===== src/rtl/rggen_rtl_pkg.sv =====
// Shared access/status encodings and adapter FSM states for the rggen
// register-access adapter.
package rggen_rtl_pkg;

    typedef enum logic [1:0] {
        RGGEN_WRITE        = 2'b01,
        RGGEN_READ         = 2'b10,
        RGGEN_POSTED_WRITE = 2'b11
    } rggen_access;

    typedef enum logic [1:0] {
        RGGEN_OKAY         = 2'b00,
        RGGEN_EXOKAY       = 2'b01,
        RGGEN_SLAVE_ERROR  = 2'b10,
        RGGEN_DECODE_ERROR = 2'b11
    } rggen_status;

    typedef enum logic [1:0] {
        IDLE,
        ISSUE,
        WAIT,
        RESPOND
    } rggen_adapter_state;

endpackage


===== src/rtl/rggen_adapter_watchdog.sv =====
// Access watchdog: counts wait cycles since the last issue and flags the
// wait cycle in which the TIMEOUT_CYCLES budget is used up.
module rggen_adapter_watchdog #(
    parameter int TIMEOUT_CYCLES = 1
) (
    input  logic i_clk,
    input  logic i_rst_n,
    input  logic clear,
    input  logic enable,
    output logic expire
);

    localparam int COUNTER_WIDTH = $clog2(TIMEOUT_CYCLES + 1);

    logic [COUNTER_WIDTH-1:0] counter;

    always_ff @(posedge i_clk or negedge i_rst_n) begin
        if (!i_rst_n) begin
            counter <= '0;
        end else if (clear) begin
            counter <= '0;
        end else if (enable) begin
            counter <= counter + COUNTER_WIDTH'(1);
        end
    end

    // counter holds the completed wait cycles, so a match means this is the N-th one
    assign expire = enable && (counter == COUNTER_WIDTH'(TIMEOUT_CYCLES - 1));

endmodule


===== src/rtl/rggen_adapter_core.sv =====
// Protocol-independent adapter between a bus front end and the register array:
// optional request slicer, registered response path and an access watchdog.
module rggen_adapter_core
    import rggen_rtl_pkg::*;
#(
    parameter int                         ADDRESS_WIDTH       = 8,
    parameter int                         LOCAL_ADDRESS_WIDTH = 8,
    parameter int                         BUS_WIDTH           = 32,
    parameter int                         STROBE_WIDTH        = BUS_WIDTH / 8,
    parameter int                         REGISTERS           = 1,
    parameter bit                         PRE_DECODE          = 1'b0,
    parameter logic [ADDRESS_WIDTH-1:0]   BASE_ADDRESS        = '0,
    parameter int                         BYTE_SIZE           = 256,
    parameter bit                         ERROR_STATUS        = 1'b0,
    parameter logic [BUS_WIDTH-1:0]       DEFAULT_READ_DATA   = '0,
    parameter bit                         INSERT_SLICER       = 1'b0,
    parameter int                         TIMEOUT_CYCLES      = 0
) (
    input  logic                                  i_clk,
    input  logic                                  i_rst_n,
    input  logic                                  bus_valid,
    input  rggen_access                           bus_access,
    input  logic [ADDRESS_WIDTH-1:0]              bus_address,
    input  logic [BUS_WIDTH-1:0]                  bus_write_data,
    input  logic [STROBE_WIDTH-1:0]               bus_strobe,
    output logic                                  bus_ready,
    output rggen_status                           bus_status,
    output logic [BUS_WIDTH-1:0]                  bus_read_data,
    output logic                                  register_valid,
    output rggen_access                           register_access,
    output logic [LOCAL_ADDRESS_WIDTH-1:0]        register_address,
    output logic [BUS_WIDTH-1:0]                  register_write_data,
    output logic [BUS_WIDTH-1:0]                  register_strobe,
    input  logic [REGISTERS-1:0]                  register_active,
    input  logic [REGISTERS-1:0]                  register_ready,
    input  logic [REGISTERS-1:0][1:0]             register_status,
    input  logic [REGISTERS-1:0][BUS_WIDTH-1:0]   register_read_data,
    output logic                                  o_busy,
    output logic                                  o_timeout
);

    localparam logic [ADDRESS_WIDTH:0] WINDOW_SIZE    = (ADDRESS_WIDTH + 1)'(BYTE_SIZE);
    localparam bit                     BASE_ALIGNED   = (LOCAL_ADDRESS_WIDTH'(BASE_ADDRESS) == '0);
    localparam rggen_status            DEFAULT_STATUS = ERROR_STATUS ? RGGEN_SLAVE_ERROR : RGGEN_OKAY;

    rggen_adapter_state                state;
    rggen_adapter_state                state_next;
    logic [ADDRESS_WIDTH:0]            offset;
    logic                              in_range;
    logic [LOCAL_ADDRESS_WIDTH-1:0]    local_address;
    logic [BUS_WIDTH-1:0]              expanded_strobe;
    logic                              issue;
    logic                              expire;
    logic                              done;
    logic [1:0]                        mux_status;
    logic [BUS_WIDTH-1:0]              mux_data;
    rggen_status                       capture_status;
    logic [BUS_WIDTH-1:0]              capture_data;
    logic                              capture_timeout;

    // An address below the base wraps into the extra top bit and fails the window test.
    assign offset        = {1'b0, bus_address} - {1'b0, BASE_ADDRESS};
    assign in_range      = !PRE_DECODE || (offset < WINDOW_SIZE);
    assign local_address = BASE_ALIGNED ? LOCAL_ADDRESS_WIDTH'(bus_address)
                                        : LOCAL_ADDRESS_WIDTH'(offset);

    if (STROBE_WIDTH == BUS_WIDTH) begin : g_bit_strobe
        assign expanded_strobe = bus_strobe;
    end else begin : g_byte_strobe
        always_comb begin
            expanded_strobe = '0;
            for (int i = 0; i < BUS_WIDTH; i++) begin
                expanded_strobe[i] = bus_strobe[i / 8];
            end
        end
    end

    if (INSERT_SLICER) begin : g_slicer
        rggen_access                    req_access;
        logic [LOCAL_ADDRESS_WIDTH-1:0] req_address;
        logic [BUS_WIDTH-1:0]           req_write_data;
        logic [BUS_WIDTH-1:0]           req_strobe;

        always_ff @(posedge i_clk or negedge i_rst_n) begin
            if (!i_rst_n) begin
                req_access     <= rggen_access'(2'b00);
                req_address    <= '0;
                req_write_data <= '0;
                req_strobe     <= '0;
            end else if (state == IDLE && bus_valid && in_range) begin
                req_access     <= bus_access;
                req_address    <= local_address;
                req_write_data <= bus_write_data;
                req_strobe     <= expanded_strobe;
            end
        end

        assign register_access     = req_access;
        assign register_address    = req_address;
        assign register_write_data = req_write_data;
        assign register_strobe     = req_strobe;
        assign issue               = (state == ISSUE);
    end else begin : g_direct
        assign register_access     = bus_access;
        assign register_address    = local_address;
        assign register_write_data = bus_write_data;
        assign register_strobe     = expanded_strobe;
        assign issue               = (state == IDLE) && bus_valid && in_range;
    end

    assign register_valid = issue;
    assign o_busy         = (state != IDLE);

    if (TIMEOUT_CYCLES > 0) begin : g_watchdog
        rggen_adapter_watchdog #(
            .TIMEOUT_CYCLES (TIMEOUT_CYCLES)
        ) u_watchdog (
            .i_clk   (i_clk),
            .i_rst_n (i_rst_n),
            .clear   (issue),
            .enable  (state == WAIT),
            .expire  (expire)
        );
    end else begin : g_no_watchdog
        assign expire = 1'b0;
    end

    always_comb begin
        mux_status = '0;
        mux_data   = '0;
        for (int i = 0; i < REGISTERS; i++) begin
            if (register_active[i]) begin
                mux_status = mux_status | register_status[i];
                mux_data   = mux_data | register_read_data[i];
            end
        end
    end

    always_ff @(posedge i_clk or negedge i_rst_n) begin
        if (!i_rst_n) begin
            state <= IDLE;
        end else begin
            state <= state_next;
        end
    end

    // Completion priority: ready, then no register claiming the access, then watchdog.
    always_comb begin
        state_next      = state;
        capture_status  = DEFAULT_STATUS;
        capture_data    = DEFAULT_READ_DATA;
        capture_timeout = 1'b0;
        done            = 1'b0;
        if (issue || state == WAIT) begin
            if (|register_ready) begin
                capture_status = rggen_status'(mux_status);
                capture_data   = mux_data;
                done           = 1'b1;
            end else if (register_active == '0) begin
                done = 1'b1;
            end else if (expire) begin
                capture_status  = RGGEN_SLAVE_ERROR;
                capture_timeout = 1'b1;
                done            = 1'b1;
            end
        end
        case (state)
            IDLE: begin
                if (bus_valid) begin
                    if (!in_range) begin
                        state_next = RESPOND;
                    end else if (INSERT_SLICER) begin
                        state_next = ISSUE;
                    end else begin
                        state_next = done ? RESPOND : WAIT;
                    end
                end
            end
            ISSUE, WAIT: state_next = done ? RESPOND : WAIT;
            RESPOND:     state_next = IDLE;
            default:     state_next = IDLE;
        endcase
    end

    always_ff @(posedge i_clk or negedge i_rst_n) begin
        if (!i_rst_n) begin
            bus_ready     <= 1'b0;
            bus_status    <= RGGEN_OKAY;
            bus_read_data <= '0;
            o_timeout     <= 1'b0;
        end else begin
            bus_ready <= (state_next == RESPOND);
            o_timeout <= (state_next == RESPOND) && capture_timeout;
            if (state_next == RESPOND) begin
                bus_status    <= capture_status;
                bus_read_data <= capture_data;
            end
        end
    end

endmodule


===== config.mk =====
export PLATFORM = sky130hd
export DESIGN_NAME = rggen_adapter_core
export DESIGN_NICKNAME = d
export VERILOG_FILES = /design/src/rtl/rggen_rtl_pkg.sv /design/src/rtl/rggen_adapter_watchdog.sv /design/src/rtl/rggen_adapter_core.sv
export SDC_FILE = /design/constraint.sdc
export NUM_CORES = 1
export LEC_CHECK = 0
export CAP_MARGIN = 20
export CORE_ASPECT_RATIO = 1.75
export CORE_MARGIN = 2
export CORE_UTILIZATION = 30
export CTS_CLUSTER_SIZE = 30
export DETAILED_ROUTE_END_ITERATION = 16
export DONT_BUFFER_PORTS = 1
export PLACE_DENSITY_LB_ADDON = 0.05
export SETUP_SLACK_MARGIN = 0.5
export SLEW_MARGIN = 5
export SYNTH_ARGS = -nofsm -noshare
export SYNTH_HDL_FRONTEND = slang
export SYNTH_SLANG_ARGS = --single-unit

===== constraint.sdc =====
create_clock -name i_clk -period 2.7 [get_ports i_clk]
set_clock_uncertainty 0.1 [all_clocks]
set_input_delay 0.54 -clock i_clk [delete_from_list [all_inputs] [get_ports i_clk]]
set_output_delay 0.54 -clock i_clk [all_outputs]
set_load 0.02 [all_outputs]

-- Yosys cells after proc, flatten, opt, wreduce, memory -nomap -nowiden
Cells that the tools add are included.
- register bits after elaboration: 37
- bits of input ports: 85
- output and inout bits: 112
- logic and storage cells: 25
- eq/ne operators: 4
- muxes and demuxes: 12
- reduce and logical (&&, ||, !) cells: 5
- operators with widths (operator ; number):
    $mux 32 ; 3
    $mux 2 ; 4
    $eq 2x2->1 const B ; 3
    $pmux 2 s3 ; 1
    $mux 1 ; 4
    $eq 2x1->1 const B ; 1
    $logic_not 2->1 ; 1
    $reduce_bool 2->1 ; 1
    $reduce_or 2->1 ; 1
    $logic_and 1x1->1 ; 1
    $logic_or 1x1->1 ; 1

-- Longest topological paths before layout
- word-level depth: 8
- mapped depth: 8
- gate-level depth less buffers: 6

-- Worst setup path before layout
Ideal clock, no wire load.
- kind: flip-flop to flip-flop
- start point: register with a tool-made name
- end point: register bus_read_data[0]
- setup time: 0.079 ns
- arrival: 1.626 ns
- required time: 2.521 ns
- setup slack: 0.894 ns
- stages on the path, launching flop included: 9
- path buffers: 2
- clock period less this slack: 1.806 ns
- path through: dfrtp_1 inv_1 ha_1 and2_4 a211o_1 o311ai_1 buf_6 buf_12 mux2i_1
- RTL lines (item ; RTL line ; text):
    end signal, assigned ; rggen_adapter_core.sv:196 ; bus_read_data <= capture_data;
    end, declared ; rggen_adapter_core.sv:28 ; output logic [BUS_WIDTH-1:0] bus_read_data,

-- Worst setup path after layout
- start point: register state[1]
- end point: register bus_read_data[28]
- cells in the longest elaborated chain, start to end: 8
- elaborated cells between the ends (all ways): 13
- those cells by class: 4 x eq/ne; 5 x mux; 4 x reduce/logical
- RTL lines (item ; RTL line ; text):
    start, declared ; rggen_adapter_core.sv:46 ; rggen_adapter_state state;
    start signal, assigned ; rggen_adapter_core.sv:143 ; state <= state_next;
    $logic_not 2->1 * ; rggen_adapter_core.sv:108 ; assign issue = (state == IDLE) && bus_valid && in_range;
    $logic_and 1x1->1 * ; rggen_adapter_core.sv:108 ;
    via register_valid ; rggen_adapter_core.sv:29 ; output logic register_valid,
    $logic_or 1x1->1 * ; rggen_adapter_core.sv:154 ; if (issue || state == WAIT) begin
    $mux 1 ; rggen_adapter_core.sv:154 ;
    $mux 1 ; rggen_adapter_core.sv:175, rggen_adapter_core.sv:179 ;
    $mux 2 ; rggen_adapter_core.sv:169 ; if (bus_valid) begin
    $pmux 2 s3 ; rggen_adapter_core.sv:167 ; case (state)
    $eq 2x2->1 ; rggen_adapter_core.sv:194 ; if (state_next == RESPOND) begin
The timed path passes the listed nets; every way through them passes the cells marked *.
A chain may end at the register's enable or synchronous reset.

==> impl_metrics.py <==
metrics = {
    "finish": {
        "syn_to_final_growth_pct": -12.6,
        "nNetsFinal": 266,
        "fillCellCount": 816,
        "post-route-util_pct": 27.2,
        "n_antenna_cell": 0,
        "drive_gt1_share_pct": 10.1,
        "finalNonFillerCells": 267,
    },
    "global_route": {
        "grt_pass1_vias": 1263,
        "grtUsageMet1_pct": 9.78,
        "grt_use_met2_pct": 19.6,
        "grt_busiest_layer": "met2",
        "grt_max_degree": 38,
        "grt_pass1_wl_microns": 7110,
        "use_met3_pct": 4.15,
        "overflow": 0,
        "antenna_found_initial": 0,
        "grt_util_all_layers_pct": 11.2,
    },
    "placement": {
        "dp_hpwl_microns": 3470,
        "dp_cells": 256,
        "port_buffers": 0,
        "gp_congestion": 0.707,
    },
    "critical_path": {
        "worst-r2r-setup-slack_ns": 0.68,
        "slowest_delay_ns": 0.38,
        "cp-startpoint": "state[1]$_DFF_PN0_",
        "worstSetupStartpointType": "flip-flop",
        "slowest_stage": "dfrtp_1",
        "r2r-end": "bus_read_data[28]$_DFFE_PN0N_",
        "r2r_cells": 8,
        "cp-endpoint": "bus_read_data[28]$_DFFE_PN0N_",
        "worst-setup-path-type": "reg2reg",
        "cp.required_ns": 2.80,
        "path_buf_inv": 3,
        "critPathTopFamily": "buffers and inverters",
        "crit_chain": "inv_1 -> ha_1 -> and2_4 -> a211o_1 -> o311ai_4 -> buf_8 -> buf_12 -> mux2i_1",
        "crit_fanout": 20,
        "cp.arrival_ns": 2.12,
        "r2r-start": "state[1]$_DFF_PN0_",
        "end_kind": "flip-flop",
        "worst-path-stages": 8,
    },
    "logic_synthesis": {
        "ys_seq_area_share_pct": 39.3,
        "synth_common_cells": "buf_4 (75), inv_1 (39), dfrtp_1 (37)",
        "ys_types": 24,
        "yosysMostFrequentCell": "buf_4",
        "syn_area_per_cell_sq_um": 9.49,
        "synth_ff_type": "dfrtp_1",
        "synth_warnings": 0,
        "synth_top_area_share_pct": 39.3,
        "synth_area_leader_cell": "dfrtp_1",
        "synth-edff-count": 0,
        "yosys_register_bits": 37,
        "yosys-top-cells-area": "dfrtp_1 (39%), buf_4 (24%), mux2i_1 (14%)",
        "ys_async_sr_fraction_pct": 100,
        "syn_nets": 336,
        "synth.cell_area_sq_um": 2350,
        "syn_inst": 248,
    },
    "clock_tree": {
        "clockRootBuffer": "clkbuf_16",
        "cts_made_buffers": 5,
        "path_clk_slew_ns": 0.06,
        "cts_tree": "built",
        "worstSkewPairLatency_ns": 0.28,
        "clkSinkCount": 37,
        "clk_path_buf_depth": 2,
        "htree_levels": 2,
    },
    "power": {
        "cellLeakagePower_nw": 1.08,
        "ir_drop_v": 0.000469,
        "p_per_area_nw_per_um2": 1350,
    },
    "route": {
        "ant_nets": 0,
        "firstDrtPassIters": 3,
        "viasPerCell": 4.38,
        "routed_wl_microns": 4720,
        "wire_per_inst_microns": 17.7,
        "vias": 1169,
        "drc_errors": 0,
        "dr.first_iter.drc_count": 57,
    },
    "sta": {
        "post-route-period-util_pct": 74.8,
        "period_minus_slack_ns": 2.02,
        "final-max-slew-violation-count": 0,
        "setup_viol": 0,
        "hold_viol_final": 4,
        "hold_ws_ns": -0.00130,
        "fmax_mhz": 495,
        "rsz0062_at_grt": "no",
        "setup_tns_ns": 0,
    },
    "floorplanning": {
        "fp.dieH_microns": 121,
        "rows": 42,
        "fp.dieArea_sq_um": 8600,
        "core-area_sq_um": 7570,
        "die_w_microns": 71.0,
        "ioPinCount": 197,
        "start_util_pct": 31.1,
    },
    "run_status": {
        "outcome": "finished with violations",
        "violations": "negative hold slack",
    },
    "min_path": {
        "hold_class": "in2async",
    },
    "flow_run": {
        "drv_cap": 0,
    },
}
-- final cells by class --
cell class | count | area, sq um | area share (%)
clock buffer | 6 | 129 | 6.27
clock inverter | 2 | 10.0 | 0.487
inverter | 40 | 150 | 7.30
multi-input combinational | 88 | 642 | 31.2
sequential | 37 | 926 | 45.0
tap | 88 | 110 | 5.35
timing repair buffer | 6 | 90.1 | 4.38
-- where the power goes --
group	internal, mW	switching (mW)	total [mW]	leakage (nW)
clock	0.339	0.226	0.565	0.0706
sequential	0.789	0.449	1.24	0.504
combinational	0.462	0.517	0.980	0.502
total	1.59	1.19	2.78	1.08
-- how the worst min path moves through the flow --
stage	startpoint	slack (ns)	cells past startpoint	endpoint
after floorplan	i_rst_n	0.14	0	async pin
after global placement	i_rst_n	0.15	0	bus_read_data[28]$_DFFE_PN0N_
after detailed placement	i_rst_n	0.15	0	bus_read_data[28]$_DFFE_PN0N_
after CTS	i_rst_n	0.002	1	bus_read_data[28]$_DFFE_PN0N_
after global routing	i_rst_n	0.008	1	bus_read_data[28]$_DFFE_PN0N_
final	i_rst_n	-0.001	1	bus_read_data[28]$_DFFE_PN0N_
-- worst reg2reg max path, delay by kind of cell (launching register included) --
family,cells,cell delay (ns)
buf+inv,3,0.42
flops,1,0.38
compound gates,2,0.40
simple gates,1,0.21
mux,1,0.21
fa+ha+maj,1,0.22
-- sequential cells by signal (all words and copies together) (netlist names), named ones only --
register and count:
state 1, bus_status 2, bus_read_data 32, bus_ready 1
-- cell usage in the layout, fill, tap and decap left out, drive strengths merged, types with 2 or more instances in the layout --
cell    Yosys  final
buf        83      6
clkbuf      0      6
clkinv      0      2
dfrtp      37     37
ha          3      3
inv        40     40
mux2i      34     34
nand2      35     35
nor2b       3      3
o21ai       3      3
-- repair_timing --
item / in CTS / in global routing
endpoints found under the hold margin: 37 / 0
pin swaps: 1 / 0
buffers inserted: 1 / 1
hold buffers: 1 / 0
gates resized for setup: 0 / 1
setup endpoints to repair: 19 / 29
-- through the flow --
stage / area (sq um) / setup slack, ns / total power, mW / hold WS (ns)
after floorplan: 2350 / 0.894 / 2.17 / 0.144
after global placement: 1860 / 0.266 / 2.12 / 0.146
after detailed placement: 1870 / 0.453 / 2.18 / 0.145
after CTS: 2050 / 0.510 / 2.83 / 0.00217
after global routing: 2060 / 0.563 / 2.96 / 0.00818
final: 2060 / 0.681 / 2.78 / -0.00130
-- per-layer routing --
metal  part of all wire (%)  vias up
li1                       -      535
met4                    5.4        0
met3                    9.8       26
met2                     54       52
met1                     31      556
met5                      0        -
-- cells by family (layout without fill, tap and decap cells) --
kind of cell / Yosys count / after routing / share of synthesized area, %
multiplexers: 34 / 34 / 14.5
buffers and inverters: 123 / 54 / 34.2
flip-flops: 37 / 37 / 39.3
adder cells (fa/ha/maj): 3 / 3 / 1.59
AO/OA/AOI/OAI: 8 / 8 / 2.39
other: 1 / 1 / 0.159
AND/OR/NAND/NOR: 42 / 42 / 7.92
Power figures use the tool's default switching activity.
